--- src/rtl/cube_root_sequencer.sv ---
// Keypad-driven operand entry and launch/wait/show sequencing for an external
// cube-root datapath, with a timeout watchdog and a clear/hold switch.
module cube_root_sequencer #(
  parameter int unsigned MAX_DIGITS = 6,
  parameter int unsigned TIMEOUT    = 1024
) (
  input  logic        on3,
  input  logic        reset,
  input  logic        KEY_DIGIT,
  input  logic        KEY_INCREMENT,
  input  logic        KEY_START,
  input  logic        switch,
  output logic        dp_start,
  input  logic        dp_done,
  input  logic [31:0] dp_result,
  output logic [31:0] operand,
  output logic [3:0]  cur_digit,
  output logic        cur_valid,
  output logic [31:0] result,
  output logic        Led,
  output logic        err,
  output logic [2:0]  state
);

  localparam int unsigned CNT_W  = $clog2(TIMEOUT + 1);
  localparam int unsigned DCNT_W = $clog2(MAX_DIGITS + 1);

  localparam logic [2:0] S_ENTRY = 3'd0;
  localparam logic [2:0] S_START = 3'd1;
  localparam logic [2:0] S_WAIT  = 3'd2;
  localparam logic [2:0] S_SHOW  = 3'd3;
  localparam logic [2:0] S_ERROR = 3'd4;

  logic [2:0]        state_q, state_d;
  logic [31:0]       operand_q, operand_d;
  logic [31:0]       factor_q, factor_d;
  logic [DCNT_W-1:0] count_q, count_d;
  logic [3:0]        digit_q, digit_d;
  logic              valid_q, valid_d;
  logic [31:0]       result_q, result_d;
  logic              led_q, led_d;
  logic              err_q, err_d;
  logic              dps_q, dps_d;
  logic [CNT_W-1:0]  tmo_q, tmo_d;
  logic              kdig_q, kdig_d;
  logic              kinc_q, kinc_d;
  logic              kst_q, kst_d;

  logic dig_p, inc_p, st_p, commit;

  // Press = previous sample released, current sample pressed.
  assign dig_p = kdig_q & ~KEY_DIGIT;
  assign inc_p = kinc_q & ~KEY_INCREMENT;
  assign st_p  = kst_q  & ~KEY_START;

  // Next-state and datapath-register logic.
  always_comb begin
    state_d   = state_q;
    operand_d = operand_q;
    factor_d  = factor_q;
    count_d   = count_q;
    digit_d   = digit_q;
    valid_d   = valid_q;
    result_d  = result_q;
    led_d     = led_q;
    err_d     = err_q;
    dps_d     = 1'b0;
    tmo_d     = tmo_q;
    kdig_d    = KEY_DIGIT;
    kinc_d    = KEY_INCREMENT;
    kst_d     = KEY_START;
    commit    = 1'b0;

    if (switch) begin
      state_d   = S_ENTRY;
      operand_d = 32'd0;
      factor_d  = 32'd1;
      count_d   = '0;
      digit_d   = 4'd0;
      valid_d   = 1'b0;
      led_d     = 1'b0;
      err_d     = 1'b0;
      tmo_d     = '0;
    end else begin
      case (state_q)
        S_ENTRY: begin
          if (st_p) begin
            state_d = S_START;
            dps_d   = 1'b1;
          end else begin
            commit = inc_p & valid_q & (count_q < DCNT_W'(MAX_DIGITS));
            if (commit) begin
              operand_d = operand_q + factor_q * 32'(digit_q);
              factor_d  = factor_q * 32'd10;
              count_d   = count_q + DCNT_W'(1);
              valid_d   = 1'b0;
            end
            // A same-cycle commit leaves no pending digit, so the press restarts at 0.
            if (dig_p) begin
              valid_d = 1'b1;
              if (!valid_q || commit) digit_d = 4'd0;
              else if (digit_q == 4'd9) digit_d = 4'd0;
              else digit_d = digit_q + 4'd1;
            end
          end
        end
        S_START: begin
          tmo_d   = '0;
          state_d = S_WAIT;
        end
        S_WAIT: begin
          if (dp_done) begin
            result_d = dp_result;
            led_d    = 1'b1;
            state_d  = S_SHOW;
          end else begin
            tmo_d = tmo_q + CNT_W'(1);
            if (tmo_q == CNT_W'(TIMEOUT - 2)) begin
              err_d   = 1'b1;
              state_d = S_ERROR;
            end
          end
        end
        S_SHOW, S_ERROR: state_d = state_q;
        default: state_d = S_ENTRY;
      endcase
    end
  end

  always_ff @(posedge on3 or posedge reset) begin
    if (reset) begin
      state_q   <= S_ENTRY;
      operand_q <= 32'd0;
      factor_q  <= 32'd1;
      count_q   <= '0;
      digit_q   <= 4'd0;
      valid_q   <= 1'b0;
      result_q  <= 32'd0;
      led_q     <= 1'b0;
      err_q     <= 1'b0;
      dps_q     <= 1'b0;
      tmo_q     <= '0;
      kdig_q    <= 1'b1;
      kinc_q    <= 1'b1;
      kst_q     <= 1'b1;
    end else begin
      state_q   <= state_d;
      operand_q <= operand_d;
      factor_q  <= factor_d;
      count_q   <= count_d;
      digit_q   <= digit_d;
      valid_q   <= valid_d;
      result_q  <= result_d;
      led_q     <= led_d;
      err_q     <= err_d;
      dps_q     <= dps_d;
      tmo_q     <= tmo_d;
      kdig_q    <= kdig_d;
      kinc_q    <= kinc_d;
      kst_q     <= kst_d;
    end
  end

  assign dp_start  = dps_q;
  assign operand   = operand_q;
  assign cur_digit = digit_q;
  assign cur_valid = valid_q;
  assign result    = result_q;
  assign Led       = led_q;
  assign err       = err_q;
  assign state     = state_q;

endmodule

--- config.mk ---
export PLATFORM = sky130hd
export DESIGN_NAME = cube_root_sequencer
export DESIGN_NICKNAME = d
export VERILOG_FILES = /design/src/rtl/cube_root_sequencer.sv
export SDC_FILE = /design/constraint.sdc
export NUM_CORES = 1
export LEC_CHECK = 0
export ABC_AREA = 0
export ABC_CLOCK_PERIOD_IN_PS = 6300
export CAP_MARGIN = 25
export CORE_MARGIN = 4
export CORE_UTILIZATION = 59
export DETAILED_ROUTE_END_ITERATION = 16
export PLACE_DENSITY_LB_ADDON = 0.2
export REMOVE_ABC_BUFFERS = 1
export SYNTH_ARGS = -nofsm -noshare
export SYNTH_HDL_FRONTEND = slang
export SYNTH_SLANG_ARGS = --single-unit
--- constraint.sdc ---
create_clock -name on3 -period 6.3 [get_ports on3]
set_input_delay 0.63 -clock on3 [delete_from_list [all_inputs] [get_ports on3]]
set_output_delay 0.63 -clock on3 [all_outputs]
set_load 0.01 [all_outputs]
After elaboration in Yosys (flattened, before gate mapping) --
Cells that the tools add are included.
Cells by class: add/subtract/negate cells 4, $mul 2, magnitude comparators 1, equality and inequality tests 12, multiplexer cells 41, bitwise gates (word level) 9, reductions and logical operators 20
Operator list (number):
- $mux 32 | 8
- $add 32x32->32 | 1
- $mul 32x3->31 const B | 1
- $mul 32x4->32 | 1
- $mux 3 | 8
- $mux 4 | 6
- $mux 11 | 2
- $pmux 11 s2 | 1
- $reduce_and 3->1 | 6
- $mux 1 | 15
- $pmux 3 s4 | 1
- $reduce_bool 2->1 | 6
- $add 11x1->11 const B | 1
- $eq 11x10->1 const B | 1
- $eq 3x2->1 const B | 2
- $ne 2x2->1 const B | 3
- $ne 3x3->1 const B | 2
- $reduce_bool 3->1 | 2
- $and 1x1->1 | 5
- $add 4x1->4 const B | 1
- $eq 4x4->1 const B | 1
- $ne 4x4->1 const B | 1
- $not 1->1 | 4
- $reduce_and 2->1 | 2
- other kinds (8) | 8
Word-level totals: flip-flop bits (word level) 124, bits of input ports 39, output and inout bits 75, logic and storage cells 103

Logic depth before layout (Yosys ltp) --
Gate-level depths: netlist (run 1).
word-level depth 10, gate-level depth with buffers 18, depth with buffers taken out 17

Least setup slack after synthesis (run 1) --
No wires, ideal clock.
kind register to register, from register digit_q[3], in the netlist cur_digit[3], to register operand_q[24], in the netlist operand[24], library setup time 0.135 ns, arrival 4.339 ns, path slack 1.827 ns, stages on the path, launching flop included 18, buffers on the path 1, period minus slack after synthesis 4.473 ns, cell sequence dfrtp_1 buf_1 and2_1 fa_1 fa_1 inv_1 fa_1 inv_1 ha_1 a211oi_1 o21ai_1 a211o_1 a31o_2 a21boi_1 o21ai_0 a21oi_1 mux2i_1 o31ai_1
On the way: word-level cells in the longest chain between the ends 6
RTL lines:
- from (decl) | RTL line 38 | logic [3:0] digit_q, digit_d;
- from (signal assigned) | RTL line 151 | digit_q <= digit_d;
- $mul 32x4->32 | RTL line 93 | operand_d = operand_q + factor_q * 32'(digit_q);
- $add 32x32->32 | RTL line 93
- $mux 32 | RTL line 92 | if (commit) begin
- $mux 32 | RTL line 87 | if (st_p) begin
- $mux 32 | RTL line 85 | case (state_q)
- $mux 32 | RTL line 74 | if (switch) begin
- to (signal assigned) | RTL line 148 | operand_q <= operand_d;
- to (decl) | RTL line 35 | logic [31:0] operand_q, operand_d;
No other way between the ends. The select of a mux whose other input is x is not followed. A chain may end at the register's enable or synchronous reset.

Worst setup path in the final report (run 1) --
from register digit_q[1], in the netlist cur_digit[1], to register operand_q[20], in the netlist operand[20]
Same word-level chain as after synthesis.

==> metrics.md, run 1 <==
| Metric | Value |
|---|---|
| Run status | `finished clean` |
| DR iter-0 viols | `430` |
| Worst-Skew Late Latency | `0.42 ns` |
| Post-synthesis sequential element count | `124` |
| Largest net degree at the start of global routing | `80` |
| Die X-Extent | `146 um` |
| Die height | `146 um` |
| IO Pins | `114` |
| Synth Cell Area | `0.0113 mm2` |
| Ys async rst share | `100%` |
| Hold WS | `0.485 ns` |
| Count leader, synth | `inv_1` |
| Worst endpoint required time | `6.63 ns` |
| Crit path max fanout | `36` |
| WHS Path Cells | `2` |
| Worst rel slew slack | `31.2%` |
| Initial Util | `60.0%` |
| Clk pwr share | `41.6%` |
| Number of enable flip-flop cells after synthesis | `0` |
| RSZ-0062 raised after global routing | `no` |
| Worst VDD drop | `0.195 mV` |
| CP Class | `flop to flop` |
| Flip-flop and latch area | `0.00311 mm2` |
| Min Tclk post-route | `5.26 ns` |
| Top post-synthesis cells by area | `dfrtp_1, fa_1, ha_1` |
| P_sw | `0.000697 W` |
| Clk_skew | `0.00935 ns` |
| Post-DP HPWL | `18300 um` |
| GRT Util Overall | `24.7%` |
| Remaining antenna violation count after routing | `0` |
| Multi-input gate area | `0.00737 mm2` |
| Critical path launch point type | `flop` |
| Total gr overflow | `0` |
| Internal Power | `0.00192 W` |
| Drc violations | `0` |
| Max-Cap Viols | `0` |
| Synth-to-Final Area Change | `17.5%` |
| Power share of the combinational group | `20.8%` |
| Synth top area share | `26.7%` |
| CTS H-tree depth | `4` |
| R2R Setup Slk | `1.04 ns` |
| TritonCTS Buffers | `17` |
| Avg Vias per Cell | `5.54` |
| Core area | `0.0188 mm2` |
| Worst slew pin tran | `1.03 ns` |
| Vias in the first global route | `8976` |
| CTS resizes | `0` |
| Reg-to-Reg Start | `cur_digit[1]$_DFFE_PP0P_` |
| CTS tree | `done` |
| Avg WL per Cell | `15.7 um` |
| Initial antenna violation count | `0` |
| FMAX | `190 MHz` |
| Register area share after synthesis | `27.6%` |
| Hold WC Path Type | `flop to flop` |
| Util after Layout | `70.5%` |
| Mapped Cells | `1258` |
| Antenna cells | `0` |
| Via count | `8863` |
| Share of cells above drive strength 1 | `7.03%` |
| Routability cong. | `0.867` |
| Total leakage power | `6.33 nW` |
| Clock transition at the registers of the reported paths | `0.06 ns` |
| Post-CTS Setup Inserts | `0` |
| Power Total | `0.00262 W` |
| Final setup violation count | `0` |
| Top post-synthesis cells by count | `inv_1, nand2_1, dfrtp_1` |
| Setup crit end kind | `flop` |
| Share of power burned in registers | `37.6%` |
| Setup TNS | `0 ns` |
| Final net count | `1573` |
| Hold-fix buffers at CTS | `0` |
| Netlist cell types | `63` |
| Final slew viol count | `0` |
| Final Hold Fails | `0` |
| Die ar. | `0.0214 mm2` |
| Main flop type after synthesis | `dfrtp_1` |
| Final Cycle Share | `83.5%` |
| WL final | `25100 um` |
| # fillers | `1470` |
| PwrDens | `198 mW/mm2` |
| Sink Count | `124` |
| Crit path arrival time | `5.59 ns` |
| Clock Tree Buf Depth | `2` |
| DRT Pass-1 Iters | `5` |
| Synth area leader | `dfrtp_1` |
| First-pass GRT wire length | `43900 um` |
| Root Driver | `clkbuf_16` |
| Syn avg cell area | `8.95 um2` |
| Yosys warnings | `0` |
| Num rows | `50` |
| Sw frac | `26.6%` |
| Port bufs | `113` |
| Worst setup startpoint | `cur_digit[1]$_DFFE_PP0P_` |
| Hold_sp | `factor_q[31]$_DFFE_PP0P_` |
| R2R cell count | `16` |
-- flip-flops by register name, indices dropped and copies added (netlist names) --
| name | cells |
|---|---|
| kst_q | 1 |
| cur_valid | 1 |
| tmo_q | 11 |
| operand | 32 |
| factor_q | 32 |
| kinc_q | 1 |
| state | 3 |
| count_q | 3 |
| dp_start | 1 |
| result | 32 |
| kdig_q | 1 |
| cur_digit | 4 |
| err | 1 |
| Led | 1 |
-- worst max-delay path, cell delays in order, from the launching register on --
cell	delay [ns]
dfrtp_1	1.02
and2_1	0.25
fa_1	0.45
fa_1	0.55
inv_1	0.05
fa_1	0.49
inv_1	0.04
ha_1	0.37
a211oi_1	0.33
o21ai_1	0.15
a211o_1	0.29
a31oi_1	0.27
a21oi_1	0.11
a311oi_1	0.35
xnor2_1	0.16
nand2_1	0.07
a21oi_1	0.21
-- power by group through the flow --
stage	clock [W]	combinational, W	sequential, W
final	0.00109	0.000545	0.000985
after detailed placement	0	0.000546	0.000998
after floorplan	0	0.000183	0.00104
after global placement	0	0.000538	0.000993
after CTS	0.00110	0.000552	0.000986
after global routing	0.00114	0.000595	0.00100
-- path summary, 6_finish.rpt --
| kind | to |
|---|---|
| max | operand[20]$_DFFE_PP0P_ |
| min | factor_q[31]$_DFFE_PP0P_ |
| max reg2reg | operand[20]$_DFFE_PP0P_ |
| min reg2reg | factor_q[31]$_DFFE_PP0P_ |
| max in group asynchronous | operand[16]$_DFFE_PP0P_ |
| min in group asynchronous | tmo_q[3]$_DFFE_PP0P_ |
-- logic make-up after synthesis --
kind of cell	Yosys count	synth area share [%]
AND/OR/NAND/NOR	398	17.3
flip-flops	124	27.6
XOR/XNOR	59	4.59
adder cells (fa/ha/maj)	182	26.0
multiplexers	34	3.39
buffers and inverters	210	7.01
AO/OA/AOI/OAI	251	14.1
-- final cells by class --
cell class                      count  area share, %
Multi-Input combinational cell    924           55.7
Sequential cell                   124           23.5
Timing Repair Buffer              119           8.95
Inverter                          166           4.73
Clock buffer                       20           3.53
Tap cell                          234           2.21
Clock inverter                     12           1.40
-- stage by stage --
| stage | area [um2] | instances | setup WS [ns] |
|---|---|---|---|
| after floorplan | 11100 | 1214 | 1.66 |
| after global placement | 12600 | 1566 | 1.24 |
| after detailed placement | 12600 | 1566 | 1.11 |
| after CTS | 13200 | 1598 | 1.08 |
| after global routing | 13200 | 1599 | 0.765 |
| final | 13200 | 1599 | 1.04 |
-- routing by layer --
| metal | vias up | routed length (um) | track usage (%) |
|---|---|---|---|
| li1 | 4325 | - | - |
| met1 | 4287 | 11800 | 35.4 |
| met2 | 233 | 11400 | 38.9 |
| met3 | 18 | 1520 | 5.37 |
| met4 | 0 | 246 | 5.22 |
| met5 | - | 0 | 0 |
-- layout by cell type (no fill, tap or decap), types with 7 or more instances in the layout --
cell type	synthesis	routed
xor2_1	17	17
o21ai_0	44	44
a21o_1	22	22
and2_1	113	113
nand2_1	151	151
a211oi_1	12	12
nor2_1	57	56
xnor2_1	42	42
nand3_1	13	13
clkbuf_16	0	17
a21oi_1	92	92
ha_1	95	95
nand2b_1	9	9
o31ai_1	7	7
clkdlybuf4s50_1	0	112
inv_1	166	165
mux2_2	32	32
nand4_1	10	10
o21a_1	13	13
nor3_1	12	12
o21ai_1	10	10
dfrtp_1	120	120
fa_1	87	87
a31oi_1	11	11
nor2b_1	7	7
(Power assumes the default switching activity.)
==> run 2: changes to the inputs <==
--- a/config.mk
+++ b/config.mk
@@ -6,10 +6,10 @@
 export NUM_CORES = 1
 export LEC_CHECK = 0
 export ABC_AREA = 0
-export ABC_CLOCK_PERIOD_IN_PS = 6300
+export ABC_CLOCK_PERIOD_IN_PS = 4350
 export CAP_MARGIN = 25
 export CORE_MARGIN = 4
-export CORE_UTILIZATION = 59
+export CORE_UTILIZATION = 53
 export DETAILED_ROUTE_END_ITERATION = 16
 export PLACE_DENSITY_LB_ADDON = 0.2
 export REMOVE_ABC_BUFFERS = 1
==> constraint.sdc (replaced) <==
create_clock -name on3 -period 4.35 [get_ports on3]
set_input_delay 0.435 -clock on3 [delete_from_list [all_inputs] [get_ports on3]]
set_output_delay 0.435 -clock on3 [all_outputs]
set_load 0.01 [all_outputs]
==> run 2 against run 1 <==
  * The run now ends with setup timing left
  * Count of clock-buffer cells in the layout decreased by 3
  * Critical path depth increased by 1
  * Setup slack got worse by 1.3 ns
  * Core utilization increased by 0.43 points
  * Die area increased by 11%
  * Critical path type unchanged
==> metrics.md, run 2 (synthesized netlist as in run 1, its figures left out) <==
| Metric | Value |
|---|---|
| Port bufs | `113` |
| Final slew viol count | `0` |
| CP Class | `flop to flop` |
| GRT Util Overall | `25.2%` |
| First-pass GRT wire length | `49100 um` |
| Run status | `complete, but fails checks` |
| Sink Count | `124` |
| DRT Pass-1 Iters | `6` |
| Drc violations | `0` |
| Worst VDD drop | `0.271 mV` |
| Clock transition at the registers of the reported paths | `0.06 ns` |
| PwrDens | `245 mW/mm2` |
| Num rows | `53` |
| Routability cong. | `0.909` |
| Hold WC Path Type | `input port to async pin` |
| Final Cycle Share | `106%` |
| Failing checks | `setup timing` |
| Crit path max fanout | `6` |
| P_sw | `0.00106 W` |
| Remaining antenna violation count after routing | `0` |
| Most frequent cells in the layout | `inv_1, nand2_1, dfrtp_1` |
| Final Hold Fails | `0` |
| Synth-to-Final Area Change | `32.0%` |
| TritonCTS Buffers | `17` |
| Power Total | `0.00363 W` |
| Die ar. | `0.0236 mm2` |
| Worst endpoint required time | `4.63 ns` |
| FMAX | `218 MHz` |
| CTS tree | `done` |
| Total leakage power | `7.00 nW` |
| Final net count | `1698` |
| Worst-Skew Late Latency | `0.43 ns` |
| DR iter-0 viols | `508` |
| Share of cells above drive strength 1 | `21.4%` |
| Initial Util | `53.7%` |
| Initial antenna violation count | `1` |
| Crit path arrival time | `4.87 ns` |
| Root Driver | `clkbuf_16` |
| Max-Cap Viols | `0` |
| Avg WL per Cell | `16.9 um` |
| Clock Tree Buf Depth | `2` |
| CTS H-tree depth | `4` |
| Worst slew pin tran | `0.661 ns` |
| Total gr overflow | `0` |
| Die height | `154 um` |
| Internal Power | `0.00258 W` |
| Vias in the first global route | `10000` |
| Via count | `9631` |
| Clk_skew | `0.0180 ns` |
| IO Pins | `114` |
| Avg Vias per Cell | `5.46` |
| Commonest non-fill, non-tap cell in the layout | `inv_1` |
| Worst rel slew slack | `55.8%` |
| Util after Layout | `70.9%` |
| Multi-input gate area | `0.00800 mm2` |
| RSZ-0062 raised after global routing | `yes` |
| Critical path launch point type | `flop` |
| Final setup margin | `-0.240 ns` |
| Final setup violation count | `13` |
| Core area | `0.0210 mm2` |
| Power share of the combinational group | `22.1%` |
| Antenna cells | `0` |
| Setup crit end kind | `flop` |
| WL final | `29800 um` |
| Flip-flop and latch area | `0.00311 mm2` |
| # fillers | `1519` |
| Post-DP HPWL | `20000 um` |
| Clk pwr share | `38.7%` |
| Share of power burned in registers | `39.2%` |
| Largest net degree at the start of global routing | `62` |
| Sw frac | `29.1%` |
| Min Tclk post-route | `4.59 ns` |
| Die X-Extent | `154 um` |
-- run 2: cell types whose count changed in the layout (fill, tap and decap cells not counted), moves of 10 or more --
cell     before  now
inv_2         0   10
buf_4         5  109
buf_6         0   17
ha_4          0   20
inv_1       165  155
ha_1         95   74
a21oi_1      92   78
a21oi_2       1   13
and2_4        0   12
and2_1      113  101
-- run 2: metrics by stage --
stage	std cells	hold slack, ns	instance area [um2]	worst slack [ns]	setup TNS (ns)
detailed placement	1702	0.483	13300	-0.286	-1.79
floorplan	1214	0.439	11100	-0.291	-1.60
global route	1765	0.343	14900	-0.316	-2.93
finish	1765	0.326	14900	-0.240	-1.16
global placement	1701	0.469	13300	-0.164	-0.848
CTS	1763	0.328	14600	-0.00440	-0.00483
-- run 2: layer usage --
layer / GRT usage [%] / vias to the layer above / wire length, um / share of wire, %
li1: - / 4588 / - / -
met1: 33.6 / 4670 / 13200 / 44
met2: 41.0 / 315 / 14000 / 47
met3: 5.66 / 58 / 1880 / 6.3
met4: 8.16 / 0 / 736 / 2.5
met5: 0 / - / 0 / 0
-- run 2: path summary, 6_finish.rpt --
| kind | slack (ns) | startpoint | depth (start not counted) | end |
|---|---|---|---|---|
| setup / recovery | -0.24 | cur_digit[1]$_DFFE_PP0P_ | 17 | operand[24]$_DFFE_PP0P_ |
| hold / removal | 0.33 | reset | 2 | result[14]$_DFFE_PP0P_ |
| setup reg to reg | -0.24 | cur_digit[1]$_DFFE_PP0P_ | 17 | operand[24]$_DFFE_PP0P_ |
| hold reg to reg | 0.48 | factor_q[31]$_DFFE_PP0P_ | 2 | factor_q[31]$_DFFE_PP0P_ |
| max in group asynchronous | 3.36 | reset | 3 | factor_q[0]$_DFFE_PP1P_ |
| min in group on3 | 0.44 | KEY_INCREMENT | 1 | kinc_q$_DFF_PP1_ |
-- run 2: power by group through the flow --
stage | Clock [W] | Combinational, W | Sequential (W)
2_1_floorplan | 0 | 0.000265 | 0.00151
3_3_place_gp | 0 | 0.000796 | 0.00143
3_5_place_dp | 0 | 0.000809 | 0.00145
4_1_cts | 0.00143 | 0.000817 | 0.00143
5_1_grt | 0.00147 | 0.000875 | 0.00145
6_report | 0.00141 | 0.000802 | 0.00143
-- run 2: timing repair --
| action | in CTS | in global routing |
|---|---|---|
| pin swaps | 69 | 37 |
| setup endpoints to repair | 13 | 20 |
| cloned | 2 | 1 |
| buffers inserted | 27 | 2 |
| hold buffers | 0 | 0 |
| resized for setup | 87 | 65 |
-- run 2: layout make-up --
| cell class | count | area share (%) |
|---|---|---|
| sequential | 124 | 20.9 |
| inverter | 166 | 4.21 |
| clock buffer | 17 | 2.86 |
| tap | 275 | 2.31 |
| clock inverter | 15 | 0.934 |
| timing repair buffer | 244 | 14.9 |
| multi-input combinational | 924 | 53.8 |
-- run 2: critical path, cell delays in order (launching register included) --
cell	delay (ns)
dfrtp_2	0.48
buf_6	0.16
and2_1	0.17
fa_2	0.43
fa_1	0.50
inv_1	0.06
fa_1	0.55
inv_2	0.07
ha_4	0.17
a211oi_4	0.31
o21ai_2	0.13
a211o_1	0.35
a31o_4	0.24
a21boi_2	0.17
o21ai_1	0.09
a21oi_1	0.18
mux2i_1	0.28
o31ai_1	0.12
